### src/rtl/matmul_pkg.sv
// Shared types and helpers for the sequential N x N matrix multiplier.
package matmul_pkg;

  typedef enum logic [1:0] {
    IDLE = 2'd0,
    MAC  = 2'd1,
    EMIT = 2'd2,
    DONE = 2'd3
  } state_e;

  // Wide enough that N products of full-scale elements cannot overflow.
  function automatic int acc_w_f(input int n, input int elem_w);
    return 2 * elem_w + $clog2(n);
  endfunction

  function automatic int idx_w_f(input int n);
    return $clog2(n * n);
  endfunction

  // LSB of element (r,c) in a row-major packed matrix.
  function automatic int elem_lsb(input int r, input int c, input int n, input int elem_w);
    return (r * n + c) * elem_w;
  endfunction

endpackage

### src/rtl/matrix_multiplier_seq_if.sv
// Operand/handshake/result bundle for matrix_multiplier_seq.
interface matrix_multiplier_seq_if
  import matmul_pkg::*;
#(
  parameter int N      = 2,
  parameter int ELEM_W = 4,
  parameter int ACC_W  = acc_w_f(N, ELEM_W),
  parameter int IDX_W  = idx_w_f(N)
) ();

  logic                    start;
  logic [N*N*ELEM_W-1:0]   matrix_a;
  logic [N*N*ELEM_W-1:0]   matrix_b;
  logic                    busy;
  logic                    result_valid;
  logic                    result_ready;
  logic [ACC_W-1:0]        result_data;
  logic [IDX_W-1:0]        result_index;
  logic                    done;

  modport master (
    output start, matrix_a, matrix_b, result_ready,
    input  busy, result_valid, result_data, result_index, done
  );

  modport slave (
    input  start, matrix_a, matrix_b, result_ready,
    output busy, result_valid, result_data, result_index, done
  );

endinterface

### src/rtl/matmul_mac_unit.sv
// Multiply-accumulate unit; MATMUL_SIGNED_EN selects two's-complement operands.
module matmul_mac_unit #(
  parameter int ELEM_W = 4,
  parameter int ACC_W  = 9
) (
  input  logic              clk,
  input  logic              clr,
  input  logic              en,
  input  logic [ELEM_W-1:0] a,
  input  logic [ELEM_W-1:0] b,
  output logic [ACC_W-1:0]  sum
);

  logic [ACC_W-1:0] acc_q;
  logic [ACC_W-1:0] acc_d;
  logic [ACC_W-1:0] prod_ext;

`ifdef MATMUL_SIGNED_EN
  logic signed [2*ELEM_W-1:0] a_x;
  logic signed [2*ELEM_W-1:0] b_x;
  logic signed [2*ELEM_W-1:0] prod;

  // Sign-extend before multiplying so the low 2*ELEM_W bits are the exact signed product.
  always_comb begin
    a_x      = {{ELEM_W{a[ELEM_W-1]}}, a};
    b_x      = {{ELEM_W{b[ELEM_W-1]}}, b};
    prod     = a_x * b_x;
    prod_ext = {{(ACC_W-2*ELEM_W){prod[2*ELEM_W-1]}}, prod};
  end
`else
  logic [2*ELEM_W-1:0] a_x;
  logic [2*ELEM_W-1:0] b_x;
  logic [2*ELEM_W-1:0] prod;

  always_comb begin
    a_x      = {{ELEM_W{1'b0}}, a};
    b_x      = {{ELEM_W{1'b0}}, b};
    prod     = a_x * b_x;
    prod_ext = {{(ACC_W-2*ELEM_W){1'b0}}, prod};
  end
`endif

  always_comb begin
    sum   = acc_q + prod_ext;
    acc_d = acc_q;
    if (clr) begin
      acc_d = '0;
    end else if (en) begin
      acc_d = sum;
    end
  end

  always_ff @(posedge clk) begin
    acc_q <= acc_d;
  end

endmodule

### src/rtl/matrix_multiplier_seq.sv
// N x N matrix multiplier with one shared MAC; results stream out row-major.
// Optional build macro: MATMUL_SIGNED_EN (two's-complement elements).
module matrix_multiplier_seq
  import matmul_pkg::*;
#(
  parameter int N      = 2,
  parameter int ELEM_W = 4,
  parameter int ACC_W  = acc_w_f(N, ELEM_W),
  parameter int IDX_W  = idx_w_f(N)
) (
  input  logic                    clock,
  input  logic                    reset,
  matrix_multiplier_seq_if.slave  bus
);

  localparam int CNT_W = (N > 1) ? $clog2(N) : 1;
  localparam int MAT_W = N * N * ELEM_W;

  state_e              state_q, state_d;
  logic [MAT_W-1:0]    a_q, a_d;
  logic [MAT_W-1:0]    b_q, b_d;
  logic [CNT_W-1:0]    i_q, i_d;
  logic [CNT_W-1:0]    j_q, j_d;
  logic [CNT_W-1:0]    k_q, k_d;
  logic                res_valid_q, res_valid_d;
  logic [ACC_W-1:0]    res_data_q, res_data_d;
  logic [IDX_W-1:0]    res_index_q, res_index_d;
  logic                mac_clr;
  logic                mac_en;
  logic [ELEM_W-1:0]   a_elem;
  logic [ELEM_W-1:0]   b_elem;
  logic [ACC_W-1:0]    mac_sum;

  matmul_mac_unit #(
    .ELEM_W (ELEM_W),
    .ACC_W  (ACC_W)
  ) u_mac (
    .clk (clock),
    .clr (reset | mac_clr),
    .en  (mac_en),
    .a   (a_elem),
    .b   (b_elem),
    .sum (mac_sum)
  );

  always_comb begin
    a_elem = a_q[elem_lsb(int'(i_q), int'(k_q), N, ELEM_W) +: ELEM_W];
    b_elem = b_q[elem_lsb(int'(k_q), int'(j_q), N, ELEM_W) +: ELEM_W];
  end

  always_comb begin
    state_d     = state_q;
    a_d         = a_q;
    b_d         = b_q;
    i_d         = i_q;
    j_d         = j_q;
    k_d         = k_q;
    res_valid_d = res_valid_q;
    res_data_d  = res_data_q;
    res_index_d = res_index_q;
    mac_clr     = 1'b0;
    mac_en      = 1'b0;
    case (state_q)
      IDLE: begin
        if (bus.start) begin
          a_d     = bus.matrix_a;
          b_d     = bus.matrix_b;
          i_d     = '0;
          j_d     = '0;
          k_d     = '0;
          mac_clr = 1'b1;
          state_d = MAC;
        end
      end
      MAC: begin
        mac_en = 1'b1;
        if (k_q == CNT_W'(N - 1)) begin
          res_data_d  = mac_sum;
          res_index_d = IDX_W'(int'(i_q) * N + int'(j_q));
          res_valid_d = 1'b1;
          mac_clr     = 1'b1;
          k_d         = '0;
          state_d     = EMIT;
        end else begin
          k_d = k_q + CNT_W'(1);
        end
      end
      EMIT: begin
        if (res_valid_q && bus.result_ready) begin
          res_valid_d = 1'b0;
          if (i_q == CNT_W'(N - 1) && j_q == CNT_W'(N - 1)) begin
            state_d = DONE;
          end else begin
            if (j_q == CNT_W'(N - 1)) begin
              j_d = '0;
              i_d = i_q + CNT_W'(1);
            end else begin
              j_d = j_q + CNT_W'(1);
            end
            state_d = MAC;
          end
        end
      end
      DONE: begin
        state_d = IDLE;
      end
      default: begin
        state_d = IDLE;
      end
    endcase
  end

  always_ff @(posedge clock) begin
    if (reset) begin
      state_q     <= IDLE;
      i_q         <= '0;
      j_q         <= '0;
      k_q         <= '0;
      res_valid_q <= 1'b0;
      res_data_q  <= '0;
      res_index_q <= '0;
    end else begin
      state_q     <= state_d;
      i_q         <= i_d;
      j_q         <= j_d;
      k_q         <= k_d;
      res_valid_q <= res_valid_d;
      res_data_q  <= res_data_d;
      res_index_q <= res_index_d;
    end
  end

  // Operand snapshot only loads on an accepted start, so it needs no reset.
  always_ff @(posedge clock) begin
    a_q <= a_d;
    b_q <= b_d;
  end

  assign bus.busy         = (state_q != IDLE);
  assign bus.done         = (state_q == DONE);
  assign bus.result_valid = res_valid_q;
  assign bus.result_data  = res_data_q;
  assign bus.result_index = res_index_q;

endmodule
### src/flat_wrapper.sv
// flat-port wrapper written by rule: the top's interface ports become plain ports
module matrix_multiplier_seq_flat import matmul_pkg::*;
#(
  parameter int N      = 2,
  parameter int ELEM_W = 4,
  parameter int ACC_W  = acc_w_f(N, ELEM_W),
  parameter int IDX_W  = idx_w_f(N)
)
  (clock, reset, bus_start, bus_matrix_a, bus_matrix_b, bus_result_ready, bus_busy, bus_result_valid, bus_result_data, bus_result_index, bus_done);
  matrix_multiplier_seq_if #(.N(N), .ELEM_W(ELEM_W), .ACC_W(ACC_W), .IDX_W(IDX_W)) bus_i ();
  input  logic clock;
  input  logic reset;
  input wire logic [$bits(bus_i.start)-1:0] bus_start;
  input wire logic [$bits(bus_i.matrix_a)-1:0] bus_matrix_a;
  input wire logic [$bits(bus_i.matrix_b)-1:0] bus_matrix_b;
  input wire logic [$bits(bus_i.result_ready)-1:0] bus_result_ready;
  output wire logic [$bits(bus_i.busy)-1:0] bus_busy;
  output wire logic [$bits(bus_i.result_valid)-1:0] bus_result_valid;
  output wire logic [$bits(bus_i.result_data)-1:0] bus_result_data;
  output wire logic [$bits(bus_i.result_index)-1:0] bus_result_index;
  output wire logic [$bits(bus_i.done)-1:0] bus_done;
  assign bus_i.start = bus_start;
  assign bus_i.matrix_a = bus_matrix_a;
  assign bus_i.matrix_b = bus_matrix_b;
  assign bus_i.result_ready = bus_result_ready;
  assign bus_busy = bus_i.busy;
  assign bus_result_valid = bus_i.result_valid;
  assign bus_result_data = bus_i.result_data;
  assign bus_result_index = bus_i.result_index;
  assign bus_done = bus_i.done;
  matrix_multiplier_seq #(.N(N), .ELEM_W(ELEM_W), .ACC_W(ACC_W), .IDX_W(IDX_W)) u_core (.clock(clock), .reset(reset), .bus(bus_i));
endmodule
### config.mk
export PLATFORM = sky130hd
export DESIGN_NAME = matrix_multiplier_seq_flat
export DESIGN_NICKNAME = d
export VERILOG_FILES = /design/src/rtl/matmul_pkg.sv /design/src/rtl/matrix_multiplier_seq_if.sv /design/src/rtl/matmul_mac_unit.sv /design/src/rtl/matrix_multiplier_seq.sv /design/src/flat_wrapper.sv
export SDC_FILE = /design/constraint.sdc
export NUM_CORES = 1
export LEC_CHECK = 0
export BUFFER_PORTS_ARGS = -buffer_cell sky130_fd_sc_hd__buf_4
export CORE_ASPECT_RATIO = 0.9
export CORE_MARGIN = 2
export CORE_UTILIZATION = 30
export DETAILED_ROUTE_END_ITERATION = 8
export HOLD_SLACK_MARGIN = 0.06
export SLEW_MARGIN = 20
export SYNTH_ARGS = -nofsm -noshare
export SYNTH_HDL_FRONTEND = slang
export SYNTH_HIERARCHICAL = 1
export SYNTH_SLANG_ARGS = --single-unit
export TNS_END_PERCENT = 10
### constraint.sdc
create_clock -name clock -period 9.4 [get_ports clock]
set_clock_uncertainty 0.15 [all_clocks]
set_input_delay 1.88 -clock clock [delete_from_list [all_inputs] [get_ports clock]]
set_output_delay 1.88 -clock clock [all_outputs]
set_load 0.02 [all_outputs]
; After elaboration in Yosys (flattened, before gate mapping)
; Cells that the tools add are included.
[totals]
reg_bits = 58
latch_bits = 0
mem_bits_rw = 0
romBits = 0
inputBits = 36
output_inout_bits = 14
elab_cells = 66
mem_count = 0
[classes]
n_addsub = 7
multipliers = 1
div_mod_pow = 0
order_cmp = 0
eq_ne = 8
shift = 2
n_mux = 23
n_bitwise = 1
n_reduce_logical = 14
[ops]
columns = op, count
row1 = variable part select 16 x 32 -> 4 bit, 2
row2 = 2-to-1 mux 1 bit, 13
row3 = one-hot mux 1 bit (2 select lines), 5
row4 = adder 9 x 8 -> 9 bit, 1
row5 = multiplier 4 x 4 -> 8 bit, 1
row6 = 2-to-1 mux 2 bit, 4
row7 = one-hot mux 2 bit (4 select lines), 1
row8 = nonzero test 2 bit, 4
row9 = adder 2 x 1 -> 3 bit, 2
row10 = "!= test 2 x 1 -> 1 bit, second input constant", 3
row11 = AND reduction 2 bit, 3
row12 = AND reduction 3 bit, 2
row13 = AND reduction 5 bit, 1
row14 = "== test 2 bit, second input constant", 2
row15 = "!= test 2 bit, second input constant", 2
row16 = AND reduction 4 bit, 1
row17 = "adder 1 bit, second input constant", 3
row18 = adder 2 x 1 -> 2 bit, 1
row19 = "== test 2 x 1 -> 1 bit, second input constant", 1
row20 = logical AND 1 bit, 2
row21 = zero test 2 bit, 1
row22 = bitwise OR 1 bit, 1

; Longest topological paths before layout
[logic_depth]
ltp_word = 5
mapped_depth = 17
depth_no_buf = 16

; Hierarchy
; Netlist, hierarchy kept.
[modules_own_cells]
columns = module, n_inst, cells_each, area_each_um2, seq_area_each_um2
row1 = matrix_multiplier_seq, 1, 130, 1865.5, 1301.2
row2 = matmul_mac_unit, 1, 129, 1118.6, 180.2

; Worst setup path before layout
; No wires, ideal clock.
[synth_path]
path_kind = input to register
startpoint = input bus_start
endpoint = register u_core.u_mac.acc_q[8]
setup_time_ns = 0.121
t_arrival_ns = 5.346
t_required_ns = 9.129
setup_slack_ns = 3.783
stages = 5
n_path_buf = 1
cell_sequence = nor3b_1 > or3_1 > clkbuf_1 > nor2_1 > mux2_4
[synth_between]
elab_chain_cells = 3
[synth_lines]
columns = item, line_no
row1 = from (decl), flat_wrapper.sv:13  ; input wire logic [$bits(bus_i.start)-1:0] bus_start;
row2 = 2-to-1 mux 1 bit, matrix_multiplier_seq.sv:65  ; if (bus.start) begin
row3 = one-hot mux 1 bit (2 select lines), matrix_multiplier_seq.sv:63  ; case (state_q)
row4 = bitwise OR 1 bit, matrix_multiplier_seq.sv:39  ; .clr (reset | mac_clr),
row5 = to (signal assigned), matmul_mac_unit.sv:54  ; acc_q <= acc_d;
row6 = to (decl), matmul_mac_unit.sv:14  ; logic [ACC_W-1:0] acc_q;
; Every way passes these cells.
; A chain may end at the register's enable or synchronous reset.

; Worst setup path after layout
[layout_path]
startpoint = register u_core.k_q
endpoint = register u_core.res_data_q[7] (netlist: u_core/bus.result_data[7])
[layout_between]
elab_chain_cells = 4
word_cells_on_any_way = 7
cone_classes = add/sub (3) / mul (1) / shift (2) / reduce/logical (1)
[layout_lines]
columns = item, line_no
row1 = from (decl), matrix_multiplier_seq.sv:24  ; logic [CNT_W-1:0] k_q, k_d;
row2 = from (signal assigned), matrix_multiplier_seq.sv:126  ; k_q <= k_d;
row3 = adder 2 x 1 -> 3 bit, matmul_pkg.sv:22  ; return (r * n + c) * elem_w;
row4 = variable part select 16 x 32 -> 4 bit, matrix_multiplier_seq.sv:47  ; a_elem = a_q[elem_lsb(int'(i_q), int'(k_q), N, ELEM_W) +: ELEM_W];
row5 = named net u_core.a_elem[1], matrix_multiplier_seq.sv:30  ; logic [ELEM_W-1:0] a_elem;
row6 = multiplier 4 x 4 -> 8 bit, matmul_mac_unit.sv:38  ; prod = a_x * b_x;
row7 = adder 9 x 8 -> 9 bit, matmul_mac_unit.sv:44  ; sum = acc_q + prod_ext;
row8 = named net u_core.mac_sum[7], matrix_multiplier_seq.sv:32  ; logic [ACC_W-1:0] mac_sum;
row9 = to (signal assigned), matrix_multiplier_seq.sv:128  ; res_data_q <= res_data_d;
row10 = to (decl), matrix_multiplier_seq.sv:26  ; logic [ACC_W-1:0] res_data_q, res_data_d;
; The timed path passes the listed nets, and every way through them passes these cells.

==> impl_metrics.json <==
{
  "status": "complete, no violations",
  "num_rows": 34,
  "pin_count": 50,
  "clk_pin_slew_ns": 0.07,
  "synth_top_area_cell": "edfxtp_1",
  "grt_pass1_wl_um": 9940,
  "yosys_warnings": 6,
  "synth_fp_nets": 321,
  "synth-edff-count": 32,
  "final_area_um2": 3670,
  "ys_seq_elements": 58,
  "clockBufferDepth": 2,
  "critical_path.top_delay_family": "adder cells",
  "post-route-min-period_ns": 4.54,
  "grtUsageTotal_pct": 12.1,
  "area_growth_pct": 23.1,
  "cts_buffers": 9,
  "synthArstFlopShare_pct": 0,
  "grt_pass1_vias": 2136,
  "ys_types": 45,
  "vdd_ir_drop_max_mv": 0.0872,
  "place.gp.congestion": 0.879,
  "relSlewSlack_pct": 58.2,
  "drive_gt1_share_pct": 25.6,
  "power_mw": 0.713,
  "htree_levels": 3,
  "power.density_nw_per_um2": 194,
  "drc_errors": 0,
  "path_max_fanout": 14,
  "rsz0062_at_grt": "no",
  "dpl_cell_area_um2": 3480,
  "period_share_pct": 48.3,
  "cp.required_ns": 9.53,
  "hold_viol": 0,
  "diodes": 0,
  "hp-class": "reg -> reg",
  "placed_cells": 426,
  "crit_chain": "mux4_2, nand2_1, fa_1, fa_1, fa_1, inv_1, ha_1, a21o_1, a21oi_1, o21ai_0, nor2_1, xnor2_1, nand2_1, a21oi_1",
  "cp_data_arrival_time_ns": 4.66,
  "core_um2": 9660,
  "leakage_nw": 1.50,
  "cts_tree": "built",
  "worstSkewPairLatency_ns": 0.34,
  "ant_nets": 0,
  "antenna_found_initial": 0,
  "max_stage_delay_ns": 0.72,
  "dr.pass1.iters": 4,
  "vias_per_cell": 4.56,
  "crit_path_top_delay_cell": "dfxtp_1",
  "yosys.area.top_type_share_pct": 32.2,
  "postSynthAreaPerCell_um2": 11.5,
  "cts-hold-fix-buffers": 0,
  "wl_per_cell_um": 12.8,
  "cp-start-kind": "register",
  "grt_overflow": 0,
  "tns_ns": 0,
  "grt_max_degree": 35,
  "slew_viol_final": 0,
  "netlist_instances": 259,
  "cp_common_cell": "fa_1",
  "cap_violations": 0,
  "postCtsSetupRepairBufs": 0,
  "post-dp-hpwl_um": 4180,
  "fmaxAchievable_mhz": 220,
  "start_util_pct": 30.9,
  "setup_viol": 0,
  "clkSinkCount": 58,
  "crit_buf_inv": 1,
  "crit_type": "reg -> reg",
  "die_h_um": 98.6,
  "num_vias": 2015,
  "drt-initial-drc-count": 48,
  "fin_cells": 442,
  "ys_seq_area_share_pct": 49.6,
  "tightest_slew_ns": 0.626,
  "layout.nets": 373,
  "io_buffer_count": 49,
  "dieWidth_um": 109,
  "dieArea_um2": 10800,
  "root_buffer": "clkbuf_8",
  "netlist_area_um2": 2980,
  "synthFlopType": "edfxtp_1",
  "end_kind": "register",
  "ctsResizeCount": 0,
  "ys_top_cells_by_area": "edfxtp_1 (32%), dfxtp_1 (17%), ha_1 (7.1%), fa_1 (6.0%), mux4_2 (6.0%)",
  "routed_wl_um": 5660
}
==> final cells by class <==
type | count | area (µm²)
clock buffer | 9 | 124
fill | 949 | 5980
inverter | 22 | 82.6
sequential | 58 | 1480
multi-input combinational | 169 | 1370
timing repair buffer | 51 | 383
clock inverter | 7 | 70.1
tap | 126 | 158
==> cell usage after synthesis (all sizes together), types with 2 or more instances <==
| library cell | number |
|---|---|
| nand2 | 36 |
| edfxtp | 32 |
| dfxtp | 26 |
| inv | 22 |
| a21oi | 20 |
| ha | 17 |
| nor2 | 15 |
| and2 | 11 |
| fa | 9 |
| buf | 8 |
| mux4 | 8 |
| mux2i | 6 |
| o21ai | 5 |
| xnor2 | 5 |
| nand2b | 3 |
| nor2b | 3 |
| nor3b | 3 |
| a21o | 2 |
| and3b | 2 |
| and4b | 2 |
| clkbuf | 2 |
| o211ai | 2 |
| or4b | 2 |
| xor2 | 2 |
==> per-layer routing <==
layer	global-route usage (%)	up-vias	part of all wire, %
met3	3.64	14	5.7
met4	5.62	0	2.1
li1	-	1007	-
met1	16.1	929	48
met2	18.0	65	44
met5	0	-	0
==> power by group <==
| group | leakage, nW | switching, mW | internal (mW) |
|---|---|---|---|
| sequential | 0.517 | 0.0106 | 0.287 |
| combinational | 0.892 | 0.102 | 0.0828 |
| clock | 0.0889 | 0.109 | 0.121 |
| total | 1.50 | 0.222 | 0.491 |
==> placed cells by master, fill, tap and decap left out, types with 2 or more instances in the layout <==
cell and n:
clkinvlp_4 3, ha_1 17, xor2_1 2, nand2b_1 3, or4b_1 2, nor2_1 15
and2_1 11, a21oi_1 20, inv_1 22, o21ai_1 2, clkbuf_8 9, xnor2_1 5
mux4_2 8, nor3b_1 2, buf_4 51, edfxtp_1 32, a21o_1 2, mux2i_1 6
fa_1 9, and3b_1 2, nor2b_1 3, nand2_1 36, o21ai_0 3, dfxtp_1 26
==> flip-flops by register name (all words and copies together) (netlist names) <==
name and flops:
u_core/state_q 2, u_core/bus.result_valid 1, u_core/bus.result_data 9, u_core/i_q 1, u_core/bus.result_index 2, u_core/b_q 16
u_core/a_q 16, u_core/j_q 1, u_core/k_q 1, u_core/u_mac/acc_q 9
==> path summary, 6_finish.rpt <==
check / from / end / slack, ns / depth (start not counted)
hold reg to reg: u_core/bus.result_data[5] / u_core/bus.result_data[5] / 0.31 / 2
setup / recovery: u_core/k_q / u_core/bus.result_data[7] / 4.86 / 14
setup reg to reg: u_core/k_q / u_core/bus.result_data[7] / 4.86 / 14
hold / removal: u_core/bus.result_data[5] / u_core/bus.result_data[5] / 0.31 / 2
==> worst min-delay path, cell delays in order, from the launching register on <==
cell     delay [ns]
dfxtp_1        0.31
nand2_1        0.05
a21oi_1        0.05
==> cells by family (layout without fill, tap and decap cells) <==
| family | count (synthesis) | count (layout) | share of synthesized area [%] |
|---|---|---|---|
| adder cells (fa/ha/maj) | 26 | 26 | 13.2 |
| XOR/XNOR | 7 | 7 | 2.05 |
| buffers and inverters | 32 | 89 | 4.49 |
| AND/OR/NAND/NOR | 85 | 85 | 14.7 |
| AO/OA/AOI/OAI | 36 | 36 | 7.38 |
| flip-flops | 58 | 58 | 49.6 |
| multiplexers | 15 | 15 | 8.55 |
==> metrics by stage <==
stage               hold WS (ns)  util [%]  setup slack (ns)
floorplan                  0.310         -              3.78
global placement           0.296      36.0              4.89
detailed placement         0.302      36.0              4.85
CTS                        0.311      38.0              4.83
global route               0.323      38.0              4.50
finish                     0.309      38.0              4.86
Note: power is estimated with default switching activity, not from simulation.
